$ cat src/rtl/icache.sv
// Direct-mapped read-only instruction cache (8 x 16-byte blocks); hits return in the same cycle,
// misses stall the CPU on busywait for 3 clocks plus the memory busy time.
module icache (
    input  logic         CLK,
    input  logic         RESET,
    input  logic [9:0]   address,
    output logic [31:0]  instruction,
    output logic         busywait,
    output logic         mem_read,
    output logic [5:0]   mem_address,
    input  logic [127:0] mem_readinst,
    input  logic         mem_busywait
);

    typedef enum logic [1:0] {IDLE, MEM_READ, UPDATE} state_t;

    state_t         state_q;
    logic [7:0]     valid_q;
    logic [2:0]     tag_q  [8];
    logic [127:0]   data_q [8];
    logic [5:0]     miss_addr_q;
    logic [127:0]   fill_buf_q;
    logic           mem_read_q;

    logic [2:0]     addr_tag;
    logic [2:0]     addr_idx;
    logic [1:0]     addr_off;
    logic           hit;
    logic [31:0]    word_sel;
    logic           unused_byte_bits;

    assign addr_tag         = address[9:7];
    assign addr_idx         = address[6:4];
    assign addr_off         = address[3:2];
    assign unused_byte_bits = ^address[1:0];

    assign hit      = valid_q[addr_idx] && (tag_q[addr_idx] == addr_tag);
    assign word_sel = data_q[addr_idx][{addr_off, 5'd0} +: 32];

    // Only a settled IDLE hit releases the CPU; fill states always stall.
    assign busywait    = RESET ? 1'b0  : ((state_q != IDLE) || !hit);
    assign instruction = RESET ? 32'd0 : word_sel;
    assign mem_read    = mem_read_q;
    assign mem_address = miss_addr_q;

    always_ff @(posedge CLK) begin
        if (RESET) begin
            state_q     <= IDLE;
            valid_q     <= 8'd0;
            miss_addr_q <= 6'd0;
            fill_buf_q  <= 128'd0;
            mem_read_q  <= 1'b0;
        end else begin
            case (state_q)
                IDLE: begin
                    if (!hit) begin
                        miss_addr_q <= {addr_tag, addr_idx};
                        mem_read_q  <= 1'b1;
                        state_q     <= MEM_READ;
                    end
                end
                MEM_READ: begin
                    if (!mem_busywait) begin
                        fill_buf_q <= mem_readinst;
                        mem_read_q <= 1'b0;
                        state_q    <= UPDATE;
                    end
                end
                UPDATE: begin
                    // Fill target comes from the latched miss, not the live address.
                    data_q[miss_addr_q[2:0]]  <= fill_buf_q;
                    tag_q[miss_addr_q[2:0]]   <= miss_addr_q[5:3];
                    valid_q[miss_addr_q[2:0]] <= 1'b1;
                    state_q                   <= IDLE;
                end
                default: begin
                    mem_read_q <= 1'b0;
                    state_q    <= IDLE;
                end
            endcase
        end
    end

endmodule

$ cat config.mk
export PLATFORM = sky130hd
export DESIGN_NAME = icache
export DESIGN_NICKNAME = d
export VERILOG_FILES = /design/src/rtl/icache.sv
export SDC_FILE = /design/constraint.sdc
export NUM_CORES = 1
export LEC_CHECK = 0
export ABC_CLOCK_PERIOD_IN_PS = 21600
export BUFFER_PORTS_ARGS = -buffer_cell sky130_fd_sc_hd__buf_2
export CAP_MARGIN = 20
export CORE_ASPECT_RATIO = 0.9
export CORE_MARGIN = 1
export CORE_UTILIZATION = 29
export CTS_CLUSTER_SIZE = 24
export DETAILED_ROUTE_END_ITERATION = 7
export PLACE_DENSITY = 0.45
export SETUP_SLACK_MARGIN = 0.15
export SYNTH_ARGS = -nofsm -noshare
export SYNTH_HDL_FRONTEND = slang
export SYNTH_SLANG_ARGS = --single-unit
$ cat constraint.sdc
create_clock -name CLK -period 21.6 [get_ports CLK]
set_clock_uncertainty 0.2 [all_clocks]
set_input_delay 2.16 -clock CLK [delete_from_list [all_inputs] [get_ports CLK]]
set_output_delay 2.16 -clock CLK [all_outputs]
set_load 0.01 [all_outputs]
[Yosys cells after proc, flatten, opt, wreduce, memory -nomap -nowiden]
Memories as Yosys holds them, arrays and structs flattened.
Cells that the tools add are included.
Word-level totals
  register bits after elaboration: 145
  RAM bits: 1048
  input port bits: 141
  output and inout port bits: 40
  word-level logic and storage cells: 45
  memories: 2
Memories
  data_q: depth 8, bits a word 128, read ports 1, clocked after Yosys merged registers in 0, write ports 1, RTL line 20  | logic [127:0] data_q [8];
  tag_q: depth 8, bits a word 3, read ports 1, clocked after Yosys merged registers in 0, write ports 1, RTL line 19  | logic [2:0] tag_q [8];
Operators by class
  magnitude comparators: 3
  equal/unequal tests: 5
  shift-type cells: 1
  muxes and demuxes: 15
  bitwise operators: 4
  reduce and logical (&&, ||, !) cells: 10
Operator list (number)
  128-bit by 8-bit variable part select with 32-bit output: 1
  32-bit 2-to-1 mux: 1
  3-bit by 4-bit less-than comparator with 1-bit output, second input constant: 2
  1-bit 2-to-1 mux: 8
  8-bit bitwise OR: 1
  2-bit AND reduction: 3
  2-bit 2-to-1 mux: 2
  2-bit inequality test, second input constant: 2
  2-bit case mux with 2 select lines: 1
  1-bit binary-select mux with 3-bit select: 1
  1-bit demux with 3-bit select: 1
  3-bit equality test: 1
  3-bit by 1-bit greater-or-equal comparator with 1-bit output, second input constant: 1
  1-bit NOT: 3
  1-bit case mux with 3 select lines: 1
  3-bit AND reduction: 1
  2-bit by 1-bit equality test with 1-bit output, second input constant: 1
  2-bit equality test, second input constant: 1
  1-bit logical AND: 2
  2-bit zero test: 1
  2-bit nonzero test: 1
  1-bit zero test: 1
  1-bit logical OR: 1

[Longest topological paths before layout]
Gate-level depths: netlist (run 1).
  depth after elaboration: 6
  mapped depth: 7

[Worst setup path after synthesis (run 1)]
OpenSTA, ideal clock, no wires.
  path type: input-to-reg
  start: input RESET
  end: memory data_q[1][0] (enable)
  setup time: 0.784 ns
  arrival time: 11.323 ns
  slack: 9.293 ns
  stages: 3
  cells stage by stage: nor2_1 -> nand3_1 -> nor3_1
Between the ends
  longest elaborated chain between the ends: 2
RTL lines
  start: declaration: RTL line 5  | input logic RESET,
  1-bit 2-to-1 mux: RTL line 47  | if (RESET) begin
  1-bit 2-to-1 mux (not written as such): RTL line 71  | data_q[miss_addr_q[2:0]] <= fill_buf_q;
  end: declaration: RTL line 20
No other way between the ends.

[Worst setup path after layout (run 1)]
  start: input address[4]
  end: output instruction[16]
Between the ends
  longest elaborated chain between the ends: 3
RTL lines
  start: declaration: RTL line 6  | input logic [9:0] address,
  memory 8 x 128 bit
  128-bit by 8-bit variable part select with 32-bit output: RTL line 38  | assign word_sel = data_q[addr_idx][{addr_off, 5'd0} +: 32];
  32-bit 2-to-1 mux: RTL line 42  | assign instruction = RESET ? 32'd0 : word_sel;
  end: declaration: RTL line 7  | output logic [31:0] instruction,
No other way between the ends.

==> run summary, run 1 <==
R2R setup slack: 18.12 ns
Mapped Nets: 2304
VDD IR max: 70.9 µV
largest cells by area after synthesis: edfxtp_1 70%, mux4_2 16%, dfxtp_1 6.5%
initial antenna violation count: 6
crit path time final: 8.48 ns
first-pass detailed-route iteration total: 5
routability cong.: 0.716
leakage power: 15.7 nW
Comb power frac: 0.044
GRT busiest layer: met2
Initial Utilization: 0.293
Max stage delay cell, worst path: buf_4
first-pass GRT wire length: 163 mm
port bufs: 178
fin crit share: 0.393
share of cells above drive strength 1: 0.296
sequential cell area fraction in the yosys report: 0.767
fin. max-slew vios: 0
GR Util All Layers: 0.144
Via density: 4.74
Worst-Skew Late Latency: 0.74 ns
post-route setup TNS: 0 ns
Syn Area/Cell: 20.7 µm²
maximum clock frequency: 118 MHz
gate count of the mapped netlist: 2163
cell family with the largest share of critical-path delay: buffers and inverters
PostCTS Resize Cnt: 0
Worst slew margin: 0.266
Max H-tree Level: 3
area delta synth->final: 15.9%
ANT cells: 0
CP Max Fanout: 51
kind of critical path: input pin to primary output
Starting DRT DRC Count: 1491
Flop pwr share: 0.533
mux share of post-synthesis cell area: 0.175
via count: 21200
power density over the cells: 92.0 nW/µm²
die area: 156000 µm²
Final WS setup: 13.12 ns
internal power: 3.74 mW
final core utilization: 0.339
Antenna Nets Post-Route: 0
hold_ws: 0.257 ns
Post-Synth Adder-Cell Area: 0
Clock transition at path regs: 0.07 ns
final hold vios: 0
Post-Synth XOR/XNOR Area: 0.000586
total grt overflow: 0
pre-CTS WS: 12.87 ns
synth unique cells: 27
Root Driver: clkbuf_16
Detailed Route WL: 112 mm
Nets: 2516
Worst Setup Start Kind: input pin
DRC viols: 0
largest net degree at the start of global routing: 119
CTS Buffer Depth: 3
WP data arrival: 6.12 ns
Boundary Pins: 181
M1 GR Usage: 0.178
cts bufs inserted: 119
Final HPWL DP: 60.1 mm
clock share of power: 0.422
Slowest Stage Delay on Critical Path: 0.86 ns
GRT met2 Usage: 0.256
vias in the first global route: 23100
Die Wd: 416 µm
Synth Area in Compound Gates: 0.0173
M3 GR Usage: 0.0250
CP Capture Type: primary output
leading area contributor after synthesis: edfxtp_1
status: finished clean
Num Clock Sinks: 1193
placed cells: 4255
post-synthesis simple-gate area fraction: 0.0275
RSZ-0062 raised after global routing: false
Hold-fix buffers, CTS: 0
CP Buf/Inv Count: 4
yosys warns: 0
wire per inst: 25.0 µm
main combinational cell family by area after synthesis: multiplexers
Mapped Area: 44800 µm²
reported max-cap violation count: 0
worst min path class: flop to flop
final setup vio count: 0
crit-path cells: buf_8, buf_4, buf_4, mux4_2, mux4_2, mux2i_1, nor2_1, buf_2
Yosys reg bits: 1193
sw frac: 0.216
num rows: 136
Fillers: 14500
CP required: 19.24 ns
Core Area: 153000 µm²
worst slew pin tran: 1.10 ns
top-area cell type share of the netlist area: 0.702
CTS tree: done
P_sw: 1.03 mW
final instance count without filler cells: 4480
Setup Fix Bufs, Post-CTS: 0
chip height: 375 µm
registers in the layout (all words and copies together) (netlist names):
name,count
state_q,2
tag_q,24
mem_read,1
fill_buf_q,128
mem_address,6
valid_q,8
data_q,1024
stage by stage:
stage | instance area [µm²] | total power, mW
finish | 51900 | 4.78
global route | 51900 | 4.94
CTS | 51900 | 4.85
detailed placement | 48100 | 2.82
global placement | 48100 | 2.82
floorplan | 44800 | 2.72
per-layer routing:
metal	vias to the layer above	part of all wire	routed length [µm]
met2	374	0.52	58600
met4	2	0.027	3050
li1	9202	-	-
met1	11500	0.41	46400
met3	166	0.036	4060
met5	-	0.000071	8
worst register-to-register path, delay by kind of cell, from the launching register on:
family	cells	cell delay (ns)
buffers and inverters	2	1.31
DFF	1	0.51
and+or+nand+nor	2	1.01
final cells by class:
cell class | instances | area (µm²) | share of cell area
tap | 2001 | 2500 | 0.0482
sequential | 1193 | 34400 | 0.662
clock buffer | 162 | 3260 | 0.0628
clock inverter | 63 | 576 | 0.0111
inverter | 3 | 11.3 | 0.000217
timing repair buffer | 217 | 1290 | 0.0248
multi-input combinational | 841 | 9930 | 0.191
worst paths after layout:
| kind | start | to | depth (start not counted) |
|---|---|---|---|
| setup reg to reg | state_q[1] | data_q[5][93] | 4 |
| setup / recovery | address[4] | instruction[16] | 8 |
| hold reg to reg | valid_q[3] | valid_q[3] | 1 |
| hold / removal | valid_q[3] | valid_q[3] | 1 |
kinds of logic (layout without fill, tap and decap cells):
| family | Yosys count | after routing |
|---|---|---|
| AO/OA/AOI/OAI | 141 | 141 |
| multiplexers | 376 | 376 |
| buffers and inverters | 129 | 445 |
| AND/OR/NAND/NOR | 321 | 321 |
| XOR/XNOR | 3 | 3 |
| flip-flops | 1193 | 1193 |
synth_stat cells (all sizes together):
master,number
and4,1
mux4,325
a2111oi,1
buf,55
dfxtp,145
a21boi,1
nor3,3
nand2b,3
nand2,269
o21a,1
inv,3
nor2,42
clkbuf,71
a21o,8
nand3b,1
edfxtp,1048
mux2i,50
xor2,3
nand3,1
or3,1
a41oi,1
a21oi,129
mux2,1
layout by cell type (no fill, tap or decap), types with 2 or more instances in the layout:
master | synthesis | final
a21o_1 | 8 | 8
a21oi_1 | 129 | 129
buf_12 | 1 | 5
buf_2 | 26 | 172
buf_4 | 7 | 36
buf_8 | 0 | 2
bufinv_16 | 0 | 6
clkbuf_1 | 71 | 33
clkbuf_16 | 0 | 121
clkbuf_8 | 0 | 9
clkinv_1 | 0 | 14
clkinv_16 | 0 | 3
clkinv_2 | 0 | 29
clkinvlp_4 | 0 | 4
dfxtp_1 | 145 | 145
edfxtp_1 | 1048 | 1048
inv_1 | 3 | 3
inv_4 | 0 | 2
inv_6 | 0 | 2
mux2i_1 | 50 | 50
mux4_2 | 325 | 325
nand2_1 | 269 | 269
nand2b_1 | 3 | 3
nor2_1 | 42 | 36
nor2_4 | 0 | 6
nor3_2 | 0 | 3
xor2_1 | 3 | 3
power groups by stage:
stage	logic [mW]	clock network, mW	registers, mW
3_3_place_gp	0.222	0	2.59
6_report	0.212	2.02	2.55
5_1_grt	0.230	2.16	2.55
3_5_place_dp	0.222	0	2.60
2_1_floorplan	0.135	0	2.59
4_1_cts	0.222	2.08	2.55
(Power assumes the default switching activity.)
==> run 2, diff against run 1 <==
--- a/config.mk
+++ b/config.mk
@@ -5,7 +5,7 @@
 export SDC_FILE = /design/constraint.sdc
 export NUM_CORES = 1
 export LEC_CHECK = 0
-export ABC_CLOCK_PERIOD_IN_PS = 21600
+export ABC_CLOCK_PERIOD_IN_PS = 8200
 export BUFFER_PORTS_ARGS = -buffer_cell sky130_fd_sc_hd__buf_2
 export CAP_MARGIN = 20
 export CORE_ASPECT_RATIO = 0.9
==> constraint.sdc (replaced) <==
create_clock -name CLK -period 8.2 [get_ports CLK]
set_clock_uncertainty 0.2 [all_clocks]
set_input_delay 0.82 -clock CLK [delete_from_list [all_inputs] [get_ports CLK]]
set_output_delay 0.82 -clock CLK [all_outputs]
set_load 0.01 [all_outputs]
==> run summary, run 2 (synthesis gave the netlist of run 1 again) <==
RSZ-0062 raised after global routing: false
hold_ws: 0.102 ns
Num Clock Sinks: 1193
wire per inst: 25.0 µm
Hold-fix buffers, CTS: 0
first-pass detailed-route iteration total: 5
CP Capture Type: primary output
status: finished clean
crit-path cells: buf_8, buf_12, mux4_2, mux4_2, mux2i_1, nor2_1, buf_2
GR Util All Layers: 0.145
largest net degree at the start of global routing: 106
Clock transition at path regs: 0.05 ns
Root Driver: clkbuf_16
Core Area: 153000 µm²
area delta synth->final: 16.8%
Max H-tree Level: 4
Slowest Stage Delay on Critical Path: 0.67 ns
VDD IR max: 198 µV
R2R depth: 4
ANT cells: 0
reg2reg end: data_q[4][88]
top routing layer used: met5
reported max-cap violation count: 0
Die Wd: 416 µm
kind of critical path: input pin to primary output
final instance area: 52300 µm²
post-route setup TNS: 0 ns
total grt overflow: 0
via count: 21300
Final WS setup: 3.27 ns
Fillers: 14300
FF-to-FF Start: state_q[1]
port bufs: 178
initial antenna violation count: 4
maximum clock frequency: 203 MHz
first-pass GRT wire length: 163 mm
most used cell, CP: mux4_2
WP data arrival: 3.91 ns
CP required: 7.18 ns
Final HPWL DP: 58.6 mm
pre-CTS WS: 3.18 ns
Via density: 4.74
final hold vios: 0
max FFs per register: 1024
Setup Fix Bufs, Post-CTS: 0
num rows: 136
Starting DRT DRC Count: 1399
CTS tree: done
Worst setup startpoint: address[4]
Initial Utilization: 0.293
routability cong.: 0.674
Setup crit end: instruction[10]
Seq. cell area: 34400 µm²
worst min path class: input pin to flop
Post-DP Area: 48200 µm²
crit path time final: 4.93 ns
die area: 156000 µm²
final setup vio count: 0
most common cell after layout, fill and taps aside: edfxtp_1
most frequent cells in the layout: 1048 x edfxtp_1, 325 x mux4_2, 269 x nand2_1
cts bufs inserted: 131
CP Max Fanout: 88
Worst-Skew Late Latency: 0.76 ns
PostCTS Resize Cnt: 0
M1 wire length: 48.2 mm
Boundary Pins: 181
fin crit share: 0.601
leakage power: 15.9 nW
Nets: 2524
CTS Buffer Depth: 3
Detailed Route WL: 112 mm
Routed met3 length: 4.43 mm
Max stage delay cell, worst path: buf_12
final core utilization: 0.342
DRC viols: 0
Worst slew margin: 0.314
R2R setup slack: 4.84 ns
chip height: 375 µm
area of the multi-input gates: 9940 µm²
vias in the first global route: 23000
power density over the cells: 248 nW/µm²
fin. max-slew vios: 0
share of cells above drive strength 1: 0.294
worst slew pin tran: 1.03 ns
Worst Setup Start Kind: input pin
Met2 Wirelength: 57.4 mm
Antenna Nets Post-Route: 0
-- run 2: changes by cell type in the layout (fill, tap and decap cells not counted), moves of 4 or more --
cell       previous run  this run
buf_4                36        26
clkbuf_1             33        40
clkinv_2             29        12
clkbuf_8              9        13
clkinv_1             14        19
clkbuf_16           121       136
buf_12                5        10
-- run 2: report_power, final --
group	total, mW	internal [mW]	switching (mW)
clock network	5.72	3.35	2.37
registers	6.71	6.64	0.0730
logic	0.559	0.241	0.318
total	13.0	10.2	2.76
-- run 2: routing by layer --
metal / vias up / global-route usage
met5: - / 0
met4: 2 / 0.0427
met3: 155 / 0.0247
met2: 395 / 0.250
met1: 11500 / 0.187
li1: 9225 / -
-- run 2: final cells by class --
class | count | share of cell area
well taps | 2001 | 0.0478
flip-flops and latches | 1193 | 0.657
clock inverters | 49 | 0.00875
inverters | 3 | 0.000215
clock buffers | 188 | 0.0710
multi-input cells | 841 | 0.190
repair buffers | 213 | 0.0256
-- run 2: how the worst min path moves through the flow --
| stage | end | cells after the start | startpoint |
|---|---|---|---|
| after global routing | fill_buf_q[91] | 3 | mem_readinst[91] |
| after CTS | fill_buf_q[2] | 3 | mem_readinst[2] |
| after floorplan | valid_q[2] | 1 | valid_q[2] |
| final | fill_buf_q[2] | 3 | mem_readinst[2] |
| after detailed placement | valid_q[7] | 1 | valid_q[7] |
| after global placement | valid_q[0] | 1 | valid_q[0] |
-- run 2: metrics by stage --
step / power (mW) / instances
6_report: 13.0 / 4488
5_1_grt: 13.4 / 4488
4_1_cts: 13.2 / 4488
3_5_place_dp: 7.43 / 4251
3_3_place_gp: 7.41 / 4250
2_1_floorplan: 7.17 / 2163
-- run 2: critical path, delay by kind of cell --
kind / cells / cell delay (ns)
and+or+nand+nor: 1 / 0.08
muxes: 3 / 1.42
buffers and inverters: 3 / 1.40
==> run 3, diff against run 2 <==
--- a/config.mk
+++ b/config.mk
@@ -5,7 +5,7 @@
 export SDC_FILE = /design/constraint.sdc
 export NUM_CORES = 1
 export LEC_CHECK = 0
-export ABC_CLOCK_PERIOD_IN_PS = 8200
+export ABC_CLOCK_PERIOD_IN_PS = 4300
 export BUFFER_PORTS_ARGS = -buffer_cell sky130_fd_sc_hd__buf_2
 export CAP_MARGIN = 20
 export CORE_ASPECT_RATIO = 0.9
@@ -13,7 +13,7 @@
 export CORE_UTILIZATION = 29
 export CTS_CLUSTER_SIZE = 24
 export DETAILED_ROUTE_END_ITERATION = 7
-export PLACE_DENSITY = 0.45
+export PLACE_DENSITY = 0.46
 export SETUP_SLACK_MARGIN = 0.15
 export SYNTH_ARGS = -nofsm -noshare
 export SYNTH_HDL_FRONTEND = slang
==> constraint.sdc (replaced) <==
create_clock -name CLK -period 4.3 [get_ports CLK]
set_clock_uncertainty 0.2 [all_clocks]
set_input_delay 0.43 -clock CLK [delete_from_list [all_inputs] [get_ports CLK]]
set_output_delay 0.43 -clock CLK [all_outputs]
set_load 0.01 [all_outputs]
==> run summary, run 3 (synthesis gave the netlist of run 1 again) <==
Slowest Stage Delay on Critical Path: 0.49 ns
PostCTS Resize Cnt: 0
routability cong.: 0.682
cell family with the largest share of critical-path delay: multiplexers
kind of critical path: flop to primary output
num rows: 136
first-pass GRT wire length: 164 mm
Detailed Route WL: 112 mm
chip height: 375 µm
Tot Pwr: 24.1 mW
Setup Fix Bufs, Post-CTS: 0
most frequent cells in the layout: 1048 x edfxtp_1, 325 x mux4_2, 269 x nand2_1
FF-to-FF Start: state_q[1]
worst min path class: input pin to flop
Fillers: 14300
vias in the first global route: 23600
R2R depth: 5
Post-DP Area: 48900 µm²
GR Util All Layers: 0.145
Worst Setup Start Kind: flop
final instance area: 54300 µm²
total grt overflow: 0
post-route setup TNS: 0 ns
Die Wd: 416 µm
area delta synth->final: 21.1%
final setup vio count: 0
largest net degree at the start of global routing: 92
reg2reg end: fill_buf_q[76]
Root Driver: clkbuf_16
Boundary Pins: 181
worst slew pin tran: 1.06 ns
Clock transition at path regs: 0.06 ns
die area: 156000 µm²
hold_ws: 0.221 ns
Nets: 2710
crit-path cells: mux2i_1, mux4_2, xor2_1, and4_4, a21oi_1, buf_2
Initial Utilization: 0.293
max FFs per register: 1024
Max stage delay cell, worst path: mux4_2
Num Clock Sinks: 1193
R2R setup slack: 1.37 ns
maximum clock frequency: 287 MHz
initial antenna violation count: 2
via count: 22000
Starting DRT DRC Count: 1404
fin crit share: 0.811
Final HPWL DP: 63.7 mm
wire per inst: 24.0 µm
WHS Endpoint: mem_address[2]
Via density: 4.70
CP Max Fanout: 2
Antenna Nets Post-Route: 0
Worst slew margin: 0.294
VDD IR max: 327 µV
Worst-Skew Late Latency: 0.72 ns
Worst Hold Launch: address[6]
fin. max-slew vios: 0
DRC viols: 0
cts bufs inserted: 120
most common cell after layout, fill and taps aside: edfxtp_1
WP data arrival: 2.86 ns
CP required: 3.67 ns
CTS tree: done
worst hold path depth: 4
CP Buf/Inv Count: 1
crit path time final: 3.49 ns
reported max-cap violation count: 0
area of the multi-input gates: 9950 µm²
Seq. cell area: 34400 µm²
power density over the cells: 444 nW/µm²
first-pass detailed-route iteration total: 5
Core Area: 153000 µm²
leakage power: 16.7 nW
CTS Buffer Depth: 3
port bufs: 178
Max H-tree Level: 3
ANT cells: 0
final hold vios: 0
status: finished clean
CP Capture Type: primary output
share of cells above drive strength 1: 0.282
RSZ-0062 raised after global routing: false
## run 3: layout make-up
type                       instances  area share
multi-input combinational        841       0.183
sequential                      1193       0.634
timing repair buffer             410      0.0666
tap                             2001      0.0461
clock buffer                     194      0.0642
clock inverter                    35     0.00590
inverter                           3    0.000208
## run 3: how the worst max path moves through the flow
stage / from / to / slack (ns) / depth (start not counted)
2_1_floorplan: RESET / data_q[2][0] / -0.55 / 3
3_3_place_gp: address[5] / instruction[11] / 0.74 / 7
3_5_place_dp: address[5] / instruction[11] / 0.73 / 7
4_1_cts: tag_q[3][2] / busywait / 0.72 / 6
5_1_grt: tag_q[2][1] / busywait / 0.67 / 6
6_report: tag_q[3][1] / busywait / 0.81 / 6
## run 3: per-stage QoR
step           worst slack [ns]  instances   util
2_1_floorplan            -0.553       2163      -
3_3_place_gp              0.736       4288  0.319
3_5_place_dp              0.734       4288  0.319
4_1_cts                   0.721       4677  0.354
5_1_grt                   0.669       4677  0.354
6_report                  0.812       4677  0.354
## run 3: where the power goes
part	switching [mW]	leakage [nW]	internal, mW
logic	0.630	4.86	0.585
registers	0.145	10.0	12.7
clock network	4.30	1.85	5.76
## run 3: what timing repair did
item / 4_1_cts / 5_1_grt
hold endpoints to repair: 135 / 0
endpoints found under the setup margin: 0 / 0
hold buffers: 160 / 0
## run 3: routing by layer
layer / global-route usage / vias up / wire [µm]
li1: - / 9626 / -
met1: 0.182 / 11800 / 47200
met2: 0.258 / 420 / 58700
met3: 0.0234 / 149 / 4110
met4: 0.0352 / 0 / 2400
met5: 0 / - / 0
## run 3: worst register-to-register path: stages, from the launching register on
cell,delay (ns)
dfxtp_1,0.51
or3_4,0.88
buf_4,0.46
nand2_1,0.11
a21oi_1,0.15
dlygate4sd3_1,0.56
